## src/rtl/rv32_pkg.sv

```systemverilog
// Shared definitions for the RV32I core control path: opcodes and the
// pipeline-control FSM state encoding.
package rv32_pkg;

  localparam logic [6:0] OPC_SYSTEM = 7'b1110011;

  typedef enum logic [1:0] {
    BOOT   = 2'd0,
    RUN    = 2'd1,
    DRAIN  = 2'd2,
    HALTED = 2'd3
  } ctrl_state;

endpackage

```

## src/rtl/hazard_ctrl_if.sv

```systemverilog
// Bundle of ID/EX observation inputs and stage-register control outputs
// exchanged between the core datapath and hazard_ctrl.
interface hazard_ctrl_if;
  logic [4:0]  id_rs1;
  logic [4:0]  id_rs2;
  logic        id_use_rs1;
  logic        id_use_rs2;
  logic [6:0]  id_opcode;
  logic        id_nop;
  logic [4:0]  ex_rd;
  logic        ex_is_load;
  logic        ex_we_reg;
  logic        branch_taken;
  logic        we_pc;
  logic        we_if_id;
  logic        nop_if_id;
  logic        we_id_ex;
  logic        nop_id_ex;
  logic        nop_ex_mem;
  logic        halted;
  logic [31:0] stall_count;
  logic [31:0] flush_count;

  modport master (
    output id_rs1, id_rs2, id_use_rs1, id_use_rs2, id_opcode, id_nop,
           ex_rd, ex_is_load, ex_we_reg, branch_taken,
    input  we_pc, we_if_id, nop_if_id, we_id_ex, nop_id_ex, nop_ex_mem,
           halted, stall_count, flush_count
  );

  modport slave (
    input  id_rs1, id_rs2, id_use_rs1, id_use_rs2, id_opcode, id_nop,
           ex_rd, ex_is_load, ex_we_reg, branch_taken,
    output we_pc, we_if_id, nop_if_id, we_id_ex, nop_id_ex, nop_ex_mem,
           halted, stall_count, flush_count
  );
endinterface

```

## src/rtl/hazard_ctrl_load_use.sv

```systemverilog
// Combinational load-use compare: a load in EX whose destination is read by
// the (non-bubble) instruction in ID.
module load_use_detect (
  input  logic [4:0] id_rs1,
  input  logic [4:0] id_rs2,
  input  logic       id_use_rs1,
  input  logic       id_use_rs2,
  input  logic       id_nop,
  input  logic [4:0] ex_rd,
  input  logic       ex_is_load,
  input  logic       ex_we_reg,
  output logic       stall_req
);
  logic rs1_hit;
  logic rs2_hit;

  assign rs1_hit   = id_use_rs1 && (id_rs1 == ex_rd);
  assign rs2_hit   = id_use_rs2 && (id_rs2 == ex_rd);
  // x0 is never a real dependency, so a load to x0 never stalls.
  assign stall_req = ex_is_load && ex_we_reg && (ex_rd != 5'd0) &&
                     (rs1_hit || rs2_hit) && !id_nop;
endmodule

```

## src/rtl/hazard_ctrl.sv

```systemverilog
// Pipeline control FSM: boot bubbles, load-use stall, branch flush, SYSTEM
// drain/halt, plus stall and flush performance counters.
module hazard_ctrl #(
  parameter int BOOT_CYCLES  = 2,
  parameter int DRAIN_CYCLES = 3
) (
  input  logic         clk,
  input  logic         rst,
  hazard_ctrl_if.slave hz
);
  import rv32_pkg::*;

  localparam int MAX_CYC = (BOOT_CYCLES > DRAIN_CYCLES) ? BOOT_CYCLES : DRAIN_CYCLES;
  localparam int CNT_W   = $clog2(MAX_CYC) + 1;

  ctrl_state        state;
  ctrl_state        state_nxt;
  logic [CNT_W-1:0] cnt;
  logic [CNT_W-1:0] cnt_nxt;
  logic [31:0]      stall_count;
  logic [31:0]      flush_count;
  logic             stall_req;
  logic             stall_inc;
  logic             flush_inc;
  logic             we_pc;
  logic             we_if_id;
  logic             nop_if_id;
  logic             we_id_ex;
  logic             nop_id_ex;
  logic             nop_ex_mem;
  logic             halted;

  load_use_detect u_load_use (
    .id_rs1     (hz.id_rs1),
    .id_rs2     (hz.id_rs2),
    .id_use_rs1 (hz.id_use_rs1),
    .id_use_rs2 (hz.id_use_rs2),
    .id_nop     (hz.id_nop),
    .ex_rd      (hz.ex_rd),
    .ex_is_load (hz.ex_is_load),
    .ex_we_reg  (hz.ex_we_reg),
    .stall_req  (stall_req)
  );

  always_ff @(posedge clk) begin
    if (rst) begin
      state       <= BOOT;
      cnt         <= CNT_W'(BOOT_CYCLES - 1);
      stall_count <= '0;
      flush_count <= '0;
    end else begin
      state <= state_nxt;
      cnt   <= cnt_nxt;
      if (stall_inc) stall_count <= stall_count + 32'd1;
      if (flush_inc) flush_count <= flush_count + 32'd1;
    end
  end

  always_comb begin
    state_nxt  = state;
    cnt_nxt    = cnt;
    stall_inc  = 1'b0;
    flush_inc  = 1'b0;
    we_pc      = 1'b1;
    we_if_id   = 1'b1;
    nop_if_id  = 1'b0;
    we_id_ex   = 1'b1;
    nop_id_ex  = 1'b0;
    nop_ex_mem = 1'b0;
    halted     = 1'b0;
    // Reset shows the boot bubble pattern immediately, before the first edge.
    if (rst || state == BOOT) begin
      we_pc      = 1'b0;
      nop_if_id  = 1'b1;
      nop_id_ex  = 1'b1;
      nop_ex_mem = 1'b1;
      cnt_nxt    = cnt - CNT_W'(1);
      if (cnt == '0) begin
        state_nxt = RUN;
        cnt_nxt   = cnt;
      end
    end else begin
      case (state)
        RUN: begin
          if (hz.branch_taken) begin
            nop_if_id = 1'b1;
            nop_id_ex = 1'b1;
            flush_inc = 1'b1;
          end else if (stall_req) begin
            we_pc     = 1'b0;
            we_if_id  = 1'b0;
            nop_id_ex = 1'b1;
            stall_inc = 1'b1;
          end else if (hz.id_opcode == OPC_SYSTEM && !hz.id_nop) begin
            we_pc     = 1'b0;
            we_if_id  = 1'b0;
            nop_id_ex = 1'b1;
            state_nxt = DRAIN;
            cnt_nxt   = CNT_W'(DRAIN_CYCLES - 1);
          end
        end
        DRAIN: begin
          we_pc     = 1'b0;
          we_if_id  = 1'b0;
          nop_id_ex = 1'b1;
          cnt_nxt   = cnt - CNT_W'(1);
          if (cnt == '0) begin
            state_nxt = HALTED;
            cnt_nxt   = cnt;
          end
        end
        default: begin
          halted    = 1'b1;
          we_pc     = 1'b0;
          we_if_id  = 1'b0;
          nop_id_ex = 1'b1;
        end
      endcase
    end
  end

  assign hz.we_pc       = we_pc;
  assign hz.we_if_id    = we_if_id;
  assign hz.nop_if_id   = nop_if_id;
  assign hz.we_id_ex    = we_id_ex;
  assign hz.nop_id_ex   = nop_id_ex;
  assign hz.nop_ex_mem  = nop_ex_mem;
  assign hz.halted      = halted;
  assign hz.stall_count = stall_count;
  assign hz.flush_count = flush_count;
endmodule

```

## src/flat_wrapper.sv

```systemverilog
// flat-port wrapper written by rule: the top's interface ports become plain ports
module hazard_ctrl_flat import rv32_pkg::*;
#(
  parameter int BOOT_CYCLES  = 2,
  parameter int DRAIN_CYCLES = 3
)
  (clk, rst, hz_id_rs1, hz_id_rs2, hz_id_use_rs1, hz_id_use_rs2, hz_id_opcode, hz_id_nop, hz_ex_rd, hz_ex_is_load, hz_ex_we_reg, hz_branch_taken, hz_we_pc, hz_we_if_id, hz_nop_if_id, hz_we_id_ex, hz_nop_id_ex, hz_nop_ex_mem, hz_halted, hz_stall_count, hz_flush_count);
  hazard_ctrl_if hz_i ();
  input  logic clk;
  input  logic rst;
  input wire logic [$bits(hz_i.id_rs1)-1:0] hz_id_rs1;
  input wire logic [$bits(hz_i.id_rs2)-1:0] hz_id_rs2;
  input wire logic [$bits(hz_i.id_use_rs1)-1:0] hz_id_use_rs1;
  input wire logic [$bits(hz_i.id_use_rs2)-1:0] hz_id_use_rs2;
  input wire logic [$bits(hz_i.id_opcode)-1:0] hz_id_opcode;
  input wire logic [$bits(hz_i.id_nop)-1:0] hz_id_nop;
  input wire logic [$bits(hz_i.ex_rd)-1:0] hz_ex_rd;
  input wire logic [$bits(hz_i.ex_is_load)-1:0] hz_ex_is_load;
  input wire logic [$bits(hz_i.ex_we_reg)-1:0] hz_ex_we_reg;
  input wire logic [$bits(hz_i.branch_taken)-1:0] hz_branch_taken;
  output wire logic [$bits(hz_i.we_pc)-1:0] hz_we_pc;
  output wire logic [$bits(hz_i.we_if_id)-1:0] hz_we_if_id;
  output wire logic [$bits(hz_i.nop_if_id)-1:0] hz_nop_if_id;
  output wire logic [$bits(hz_i.we_id_ex)-1:0] hz_we_id_ex;
  output wire logic [$bits(hz_i.nop_id_ex)-1:0] hz_nop_id_ex;
  output wire logic [$bits(hz_i.nop_ex_mem)-1:0] hz_nop_ex_mem;
  output wire logic [$bits(hz_i.halted)-1:0] hz_halted;
  output wire logic [$bits(hz_i.stall_count)-1:0] hz_stall_count;
  output wire logic [$bits(hz_i.flush_count)-1:0] hz_flush_count;
  assign hz_i.id_rs1 = hz_id_rs1;
  assign hz_i.id_rs2 = hz_id_rs2;
  assign hz_i.id_use_rs1 = hz_id_use_rs1;
  assign hz_i.id_use_rs2 = hz_id_use_rs2;
  assign hz_i.id_opcode = hz_id_opcode;
  assign hz_i.id_nop = hz_id_nop;
  assign hz_i.ex_rd = hz_ex_rd;
  assign hz_i.ex_is_load = hz_ex_is_load;
  assign hz_i.ex_we_reg = hz_ex_we_reg;
  assign hz_i.branch_taken = hz_branch_taken;
  assign hz_we_pc = hz_i.we_pc;
  assign hz_we_if_id = hz_i.we_if_id;
  assign hz_nop_if_id = hz_i.nop_if_id;
  assign hz_we_id_ex = hz_i.we_id_ex;
  assign hz_nop_id_ex = hz_i.nop_id_ex;
  assign hz_nop_ex_mem = hz_i.nop_ex_mem;
  assign hz_halted = hz_i.halted;
  assign hz_stall_count = hz_i.stall_count;
  assign hz_flush_count = hz_i.flush_count;
  hazard_ctrl #(.BOOT_CYCLES(BOOT_CYCLES), .DRAIN_CYCLES(DRAIN_CYCLES)) u_core (.clk(clk), .rst(rst), .hz(hz_i));
endmodule
```

## config.mk

```make
export PLATFORM = sky130hd
export DESIGN_NAME = hazard_ctrl_flat
export DESIGN_NICKNAME = d
export VERILOG_FILES = /design/src/rtl/rv32_pkg.sv /design/src/rtl/hazard_ctrl_if.sv /design/src/rtl/hazard_ctrl_load_use.sv /design/src/rtl/hazard_ctrl.sv /design/src/flat_wrapper.sv
export SDC_FILE = /design/constraint.sdc
export NUM_CORES = 1
export LEC_CHECK = 0
export CAP_MARGIN = 5
export CORE_UTILIZATION = 24
export DETAILED_ROUTE_END_ITERATION = 10
export HOLD_SLACK_MARGIN = 0.1
export PLACE_DENSITY = 0.54
export RECOVER_POWER = 100
export SLEW_MARGIN = 20
export SYNTH_ARGS = -nofsm -noshare
export SYNTH_HDL_FRONTEND = slang
export SYNTH_SLANG_ARGS = --single-unit
```

## constraint.sdc

```tcl
create_clock -name clk -period 4 [get_ports clk]
set_clock_uncertainty 0.15 [all_clocks]
set_input_delay 0.8 -clock clk [delete_from_list [all_inputs] [get_ports clk]]
set_output_delay 0.8 -clock clk [all_outputs]
set_load 0.03 [all_outputs]
```

; ---- Yosys cells after proc, flatten, opt, wreduce, memory -nomap -nowiden
; Cells that the tools add are included.
[totals]
reg_bits = 69
inputBits = 30
output_inout_bits = 71
[op_classes]
n_reduce_logical = 17
mux = 35
n_eq_ne = 10
addsub = 3
[ops]
columns = cell, count
row1 = "32-bit by 1-bit adder with 32-bit output, second input constant", 2
row2 = 1-bit two-way mux, 22
row3 = 3-bit two-way mux, 5
row4 = 2-bit two-way mux, 6
row5 = 5-bit equality test, 2
row6 = "7-bit equality test, second input constant", 1
row7 = 1-bit logical AND, 7
row8 = 3-bit case mux with 2 select lines, 1
row9 = 6-bit AND reduction, 1
row10 = 5-bit nonzero test, 1
row11 = 2-bit case mux with 2 select lines, 1
row12 = 4-bit AND reduction, 1
row13 = 3-bit zero test, 1
row14 = "3-bit by 1-bit inequality test with 1-bit output, second input constant", 1
row15 = "3-bit by 2-bit inequality test with 1-bit output, second input constant", 1
row16 = "3-bit inequality test, second input constant", 1
row17 = 3-bit nonzero test, 1
row18 = "3-bit by 1-bit subtractor with 3-bit output, second input constant", 1
row19 = "2-bit by 1-bit equality test with 1-bit output, second input constant", 1
row20 = "2-bit equality test, second input constant", 1
row21 = 2-bit zero test, 1
row22 = 1-bit logical OR, 2
row23 = "2-bit by 1-bit inequality test with 1-bit output, second input constant", 1
row24 = "2-bit inequality test, second input constant", 1
row25 = other kinds (2), 2

; ---- Longest topological paths before layout
; Gate-level depths: netlist of the first run.
[depth]
word_depth = 9
mapped_depth = 10
ltp_nobuf = 9

; ---- Cells and area by module
; From an unflattened synthesis of the first run, not the netlist that was laid out.
[hier_totals]
hier_cells = 454
hier_area_um2 = 3791.1
[by_module_without_submodules]
columns = mod, seq_area_each_um2, cells_per_inst, n_inst, area_per_inst_um2
row1 = hazard_ctrl, 1381.3, 435, 1, 3649.8
row2 = load_use_detect, 0.0, 19, 1, 141.4

; ---- Least setup slack after synthesis of the first run
; No wires, ideal clock.
[synth_timing]
path_type = in2out
start = in hz_ex_rd[3]
end = out hz_we_pc
path_buffers = 0
slack_ns = 0.929
path_stages = 6
t_arrival_ns = 2.121
required_ns = 3.050
cell_sequence = xor2_1 nor4_2 a32oi_2 nor2b_1 nor2_1 o211a_1
[synth_between]
elab_chain_len = 9
[synth_rtl]
columns = element, line
row1 = start: declaration, flat_wrapper.sv:17  ; input wire logic [$bits(hz_i.ex_rd)-1:0] hz_ex_rd;
row2 = "5-bit equality test, on equally long branches", "hazard_ctrl_load_use.sv:17, hazard_ctrl_load_use.sv:18"
row3 = "1-bit logical AND, on equally long branches", "hazard_ctrl_load_use.sv:17, hazard_ctrl_load_use.sv:18"
row4 = 1-bit logical OR, hazard_ctrl_load_use.sv:21  ; (rs1_hit || rs2_hit) && !id_nop;
row5 = 1-bit logical AND *, hazard_ctrl_load_use.sv:20  ; assign stall_req = ex_is_load && ex_we_reg && (ex_rd != 5'd0) &&
row6 = 1-bit logical AND *, hazard_ctrl_load_use.sv:21
row7 = 1-bit two-way mux *, hazard_ctrl.sv:89  ; end else if (stall_req) begin
row8 = 1-bit two-way mux *, hazard_ctrl.sv:85  ; if (hz.branch_taken) begin
row9 = 1-bit two-way mux *, hazard_ctrl.sv:83  ; case (state)
row10 = 1-bit two-way mux *, hazard_ctrl.sv:72  ; if (rst || state == BOOT) begin
row11 = end: declaration, flat_wrapper.sv:21  ; output wire logic [$bits(hz_i.we_pc)-1:0] hz_we_pc;
; Every way passes the cells marked *; elsewhere a longest branch is shown, timed or not.

; ---- Worst setup path in the final report of the first run
[layout_timing]
start = in hz_ex_rd[4]
end = out hz_nop_id_ex
[layout_between]
elab_chain_len = 9
[layout_rtl]
columns = element, line
row1 = "5-bit equality test, on equally long branches", "hazard_ctrl_load_use.sv:17, hazard_ctrl_load_use.sv:18"
row2 = "1-bit logical AND, on equally long branches", "hazard_ctrl_load_use.sv:17, hazard_ctrl_load_use.sv:18"
row3 = 1-bit logical OR, hazard_ctrl_load_use.sv:21
row4 = 1-bit logical AND *, hazard_ctrl_load_use.sv:20
row5 = 1-bit logical AND *, hazard_ctrl_load_use.sv:21
row6 = 1-bit two-way mux *, hazard_ctrl.sv:89
row7 = 1-bit two-way mux *, hazard_ctrl.sv:85
row8 = 1-bit two-way mux *, hazard_ctrl.sv:83
row9 = 1-bit two-way mux *, hazard_ctrl.sv:72
row10 = end: declaration, flat_wrapper.sv:25  ; output wire logic [$bits(hz_i.nop_id_ex)-1:0] hz_nop_id_ex;
; Marked as above.

==> impl_metrics.toml, run 1 <==
[timing]
tightest_slew_ns = 1.10
slew_viol_final = 0
relSlewSlack = 0.264
fmax_mhz = 270
min_period_ns = 3.70
rsz0062_at_grt = "no"
setup_viol = 0
fin_crit_sh = 0.926
finalHoldViolCount = 0
tns_ns = 0

[clock_network]
htreeDepth = 3
clk_pin_slew_worst_paths_ns = 0.06
cts_tree = "built"
ctsResizeCount = 0
hold_buffers = 0
cts_made_buffers = 9
post-cts-setup-buffer-count = 0
clk_latency_ns = 0.34
cts_buffer_depth = 2
clock-sinks = 69
clockRootBuffer = "clkbuf_16"

[worst_setup_path]
crit_fanout = 3
startpoint_type = "primary input"
cp_data_arrival_time_ns = 2.75
required_ns = 3.05
r2r-start = "u_core.state[0]"
critPathSlowestCell = "dlygate4sd3_1"
cp_cell_sequence = "dlygate4sd3_1 > xor2_1 > nor4_1 > a32oi_4 > nor2b_1 > nor2_1 > nand2_1 > clkbuf_1"
cp-startpoint = "hz_ex_rd[4]"
crit_type = "in -> out"
cp-end-kind = "primary output"
slowest_delay_ns = 0.59

[final_layout]
n_fill_cell = 1618
layout.nets = 547
final_common_cell = "nor2_1"
diodes = 0
instances_no_fill = 725
area_growth_pct = 30.9
final_cell_mix = "nor2_1 (72), dlygate4sd3_1 (69), dfxtp_1 (69)"
final_layout_size_suffix_gt1_frac = 0.0681

[drt]
ant_nets = 0
first_pass_iters = 4
viasPerCell = 4.43
vias = 3210
drt_iter0_markers = 101
routedWlPerCell_um = 13.2
drt-total-wl_um = 9540
drc = 0

[global_routing]
grt_pass1_vias = 3125
grt_overflow = 0
grt_max_degree = 72
track_usage = 0.122
antenna_found_initial = 0
grt_pass1_wl_um = 15700

[power_and_ir_drop]
peakVddDrop_mv = 0.184
power_density_nw_per_um2 = 368
p_leak_uw = 0.00183

[synth]
synth.avg_cell_area_um2 = 9.35
netlist_instances = 411
synthDistinctLibCells = 59
synth_seq_area_share = 0.359
async_flop_share = 0
synth-edff-count = 0
ys_ff_latch = 69
yosys_warnings = 0
ys.flop_type = "dfxtp_1"
synth_area_um2 = 3840
synth_nets = 448

[die]
rows = 45
floorplan.initialDensity = 0.249
ios = 101
die_area_um2 = 16500
die_h_um = 129
coreArea_um2 = 15400
dieWidth_um = 129

[job]
max-cap-violations = 0

[placed_design]
finalWeightedCongestion = 0.783
io_buffers = 99
hpwl_um = 6800
dp_cells = 710

[min_path]
hold_class = "reg -> reg"
hp-start = "u_core.hz.flush_count[14]"

[status]
status = "complete, no violations"
[final timing paths]
kind / slack [ns] / cells past startpoint / endpoint
min reg2reg: 0.37 / 2 / u_core.hz.flush_count[14]
max reg2reg: 0.81 / 9 / u_core.hz.flush_count[31]
min: 0.37 / 2 / u_core.hz.flush_count[14]
max: 0.30 / 8 / hz_nop_id_ex
[report_power, final]
| part | switching [uW] | total (uW) | internal (uW) |
|---|---|---|---|
| logic | 188 | 317 | 128 |
| registers | 14.2 | 720 | 706 |
| clock network | 305 | 816 | 511 |
| total | 508 | 1850 | 1350 |
[critical path, delay by kind of cell]
family	cells	cell delay [ns]
XOR/XNOR	1	0.18
AND/OR/NAND/NOR	4	0.78
buffers and inverters	2	0.92
AO/OA/AOI/OAI	1	0.08
[routing by layer]
layer / global-route usage / wire length, um / vias up
li1: - / - / 1634
met1: 0.141 / 4460 / 1515
met2: 0.209 / 4540 / 50
met3: 0.0387 / 393 / 11
met4: 0.0478 / 140 / 0
met5: 0 / 0 / -
[state kept, by name, indices dropped and copies added (netlist names)]
signal                 flops
u_core.cnt                 3
u_core.hz.flush_count     32
u_core.hz.stall_count     32
u_core.state               2
[cell type report]
| type | instances | area [um2] | area share |
|---|---|---|---|
| Clock buffer | 11 | 253 | 0.0502 |
| Clock inverter | 4 | 47.5 | 0.00945 |
| Inverter | 11 | 41.3 | 0.00821 |
| Multi-Input combinational cell | 314 | 2040 | 0.405 |
| Sequential cell | 69 | 1380 | 0.275 |
| Tap cell | 211 | 264 | 0.0525 |
| Timing Repair Buffer | 105 | 1000 | 0.200 |
[synthesized netlist by cell type (2+ instances only)]
cell type	count	area, um2
clkbuf_1	8	30.0
nor3_1	7	35.0
nor4_1	3	18.8
and4_1	4	35.0
and4_4	2	22.5
nand2b_1	2	12.5
a21oi_1	8	40.0
o21ai_0	6	30.0
or3_1	6	37.5
nand3_1	17	85.1
nor4_4	10	213
nor4b_2	4	60.1
nor3b_1	3	22.5
nand2_1	28	105
nor2b_1	2	12.5
nor3_2	7	70.1
xor2_1	30	263
nand4_1	14	87.6
xnor2_1	38	333
buf_6	3	33.8
and2_1	2	12.5
buf_2	2	10.0
dfxtp_1	69	1380
inv_1	10	37.5
and3_1	2	12.5
a211oi_1	2	15.0
nor4_2	7	87.6
buf_4	3	22.5
nand4b_1	2	17.5
a21o_1	2	15.0
or3_4	3	33.8
nor2_1	72	270
ha_1	7	87.6
[stage by stage]
| step | hold WS (ns) | util | area [um2] | worst slack (ns) | power, uW |
|---|---|---|---|---|---|
| 4_1_cts | 0.374 | 0.345 | 5330 | 0.339 | 1900 |
| 2_1_floorplan | 0.330 | - | 3840 | 0.929 | 962 |
| 5_1_grt | 0.378 | 0.326 | 5030 | 0.109 | 1950 |
| 3_3_place_gp | 0.349 | 0.326 | 5030 | 0.376 | 1060 |
| 3_5_place_dp | 0.359 | 0.326 | 5030 | 0.343 | 1070 |
| 6_report | 0.367 | 0.326 | 5030 | 0.297 | 1850 |
[logic make-up after synthesis]
kind of cell    synth area share
flops                      0.359
compound gates            0.0550
mux                      0.00261
buf+inv                   0.0397
xor+xnor                   0.155
simple gates               0.364
fa+ha+maj                 0.0228
other cells             0.000976
Note: power is estimated with default switching activity, not from simulation.
==> inputs of run 2 (changes only) <==
--- a/config.mk
+++ b/config.mk
@@ -5,7 +5,7 @@
 export SDC_FILE = /design/constraint.sdc
 export NUM_CORES = 1
 export LEC_CHECK = 0
-export CAP_MARGIN = 5
+export CAP_MARGIN = 20
 export CORE_UTILIZATION = 24
 export DETAILED_ROUTE_END_ITERATION = 10
 export HOLD_SLACK_MARGIN = 0.1
==> results of run 2 <==
Final layout, timing and power as in run 1 (identical DEF).
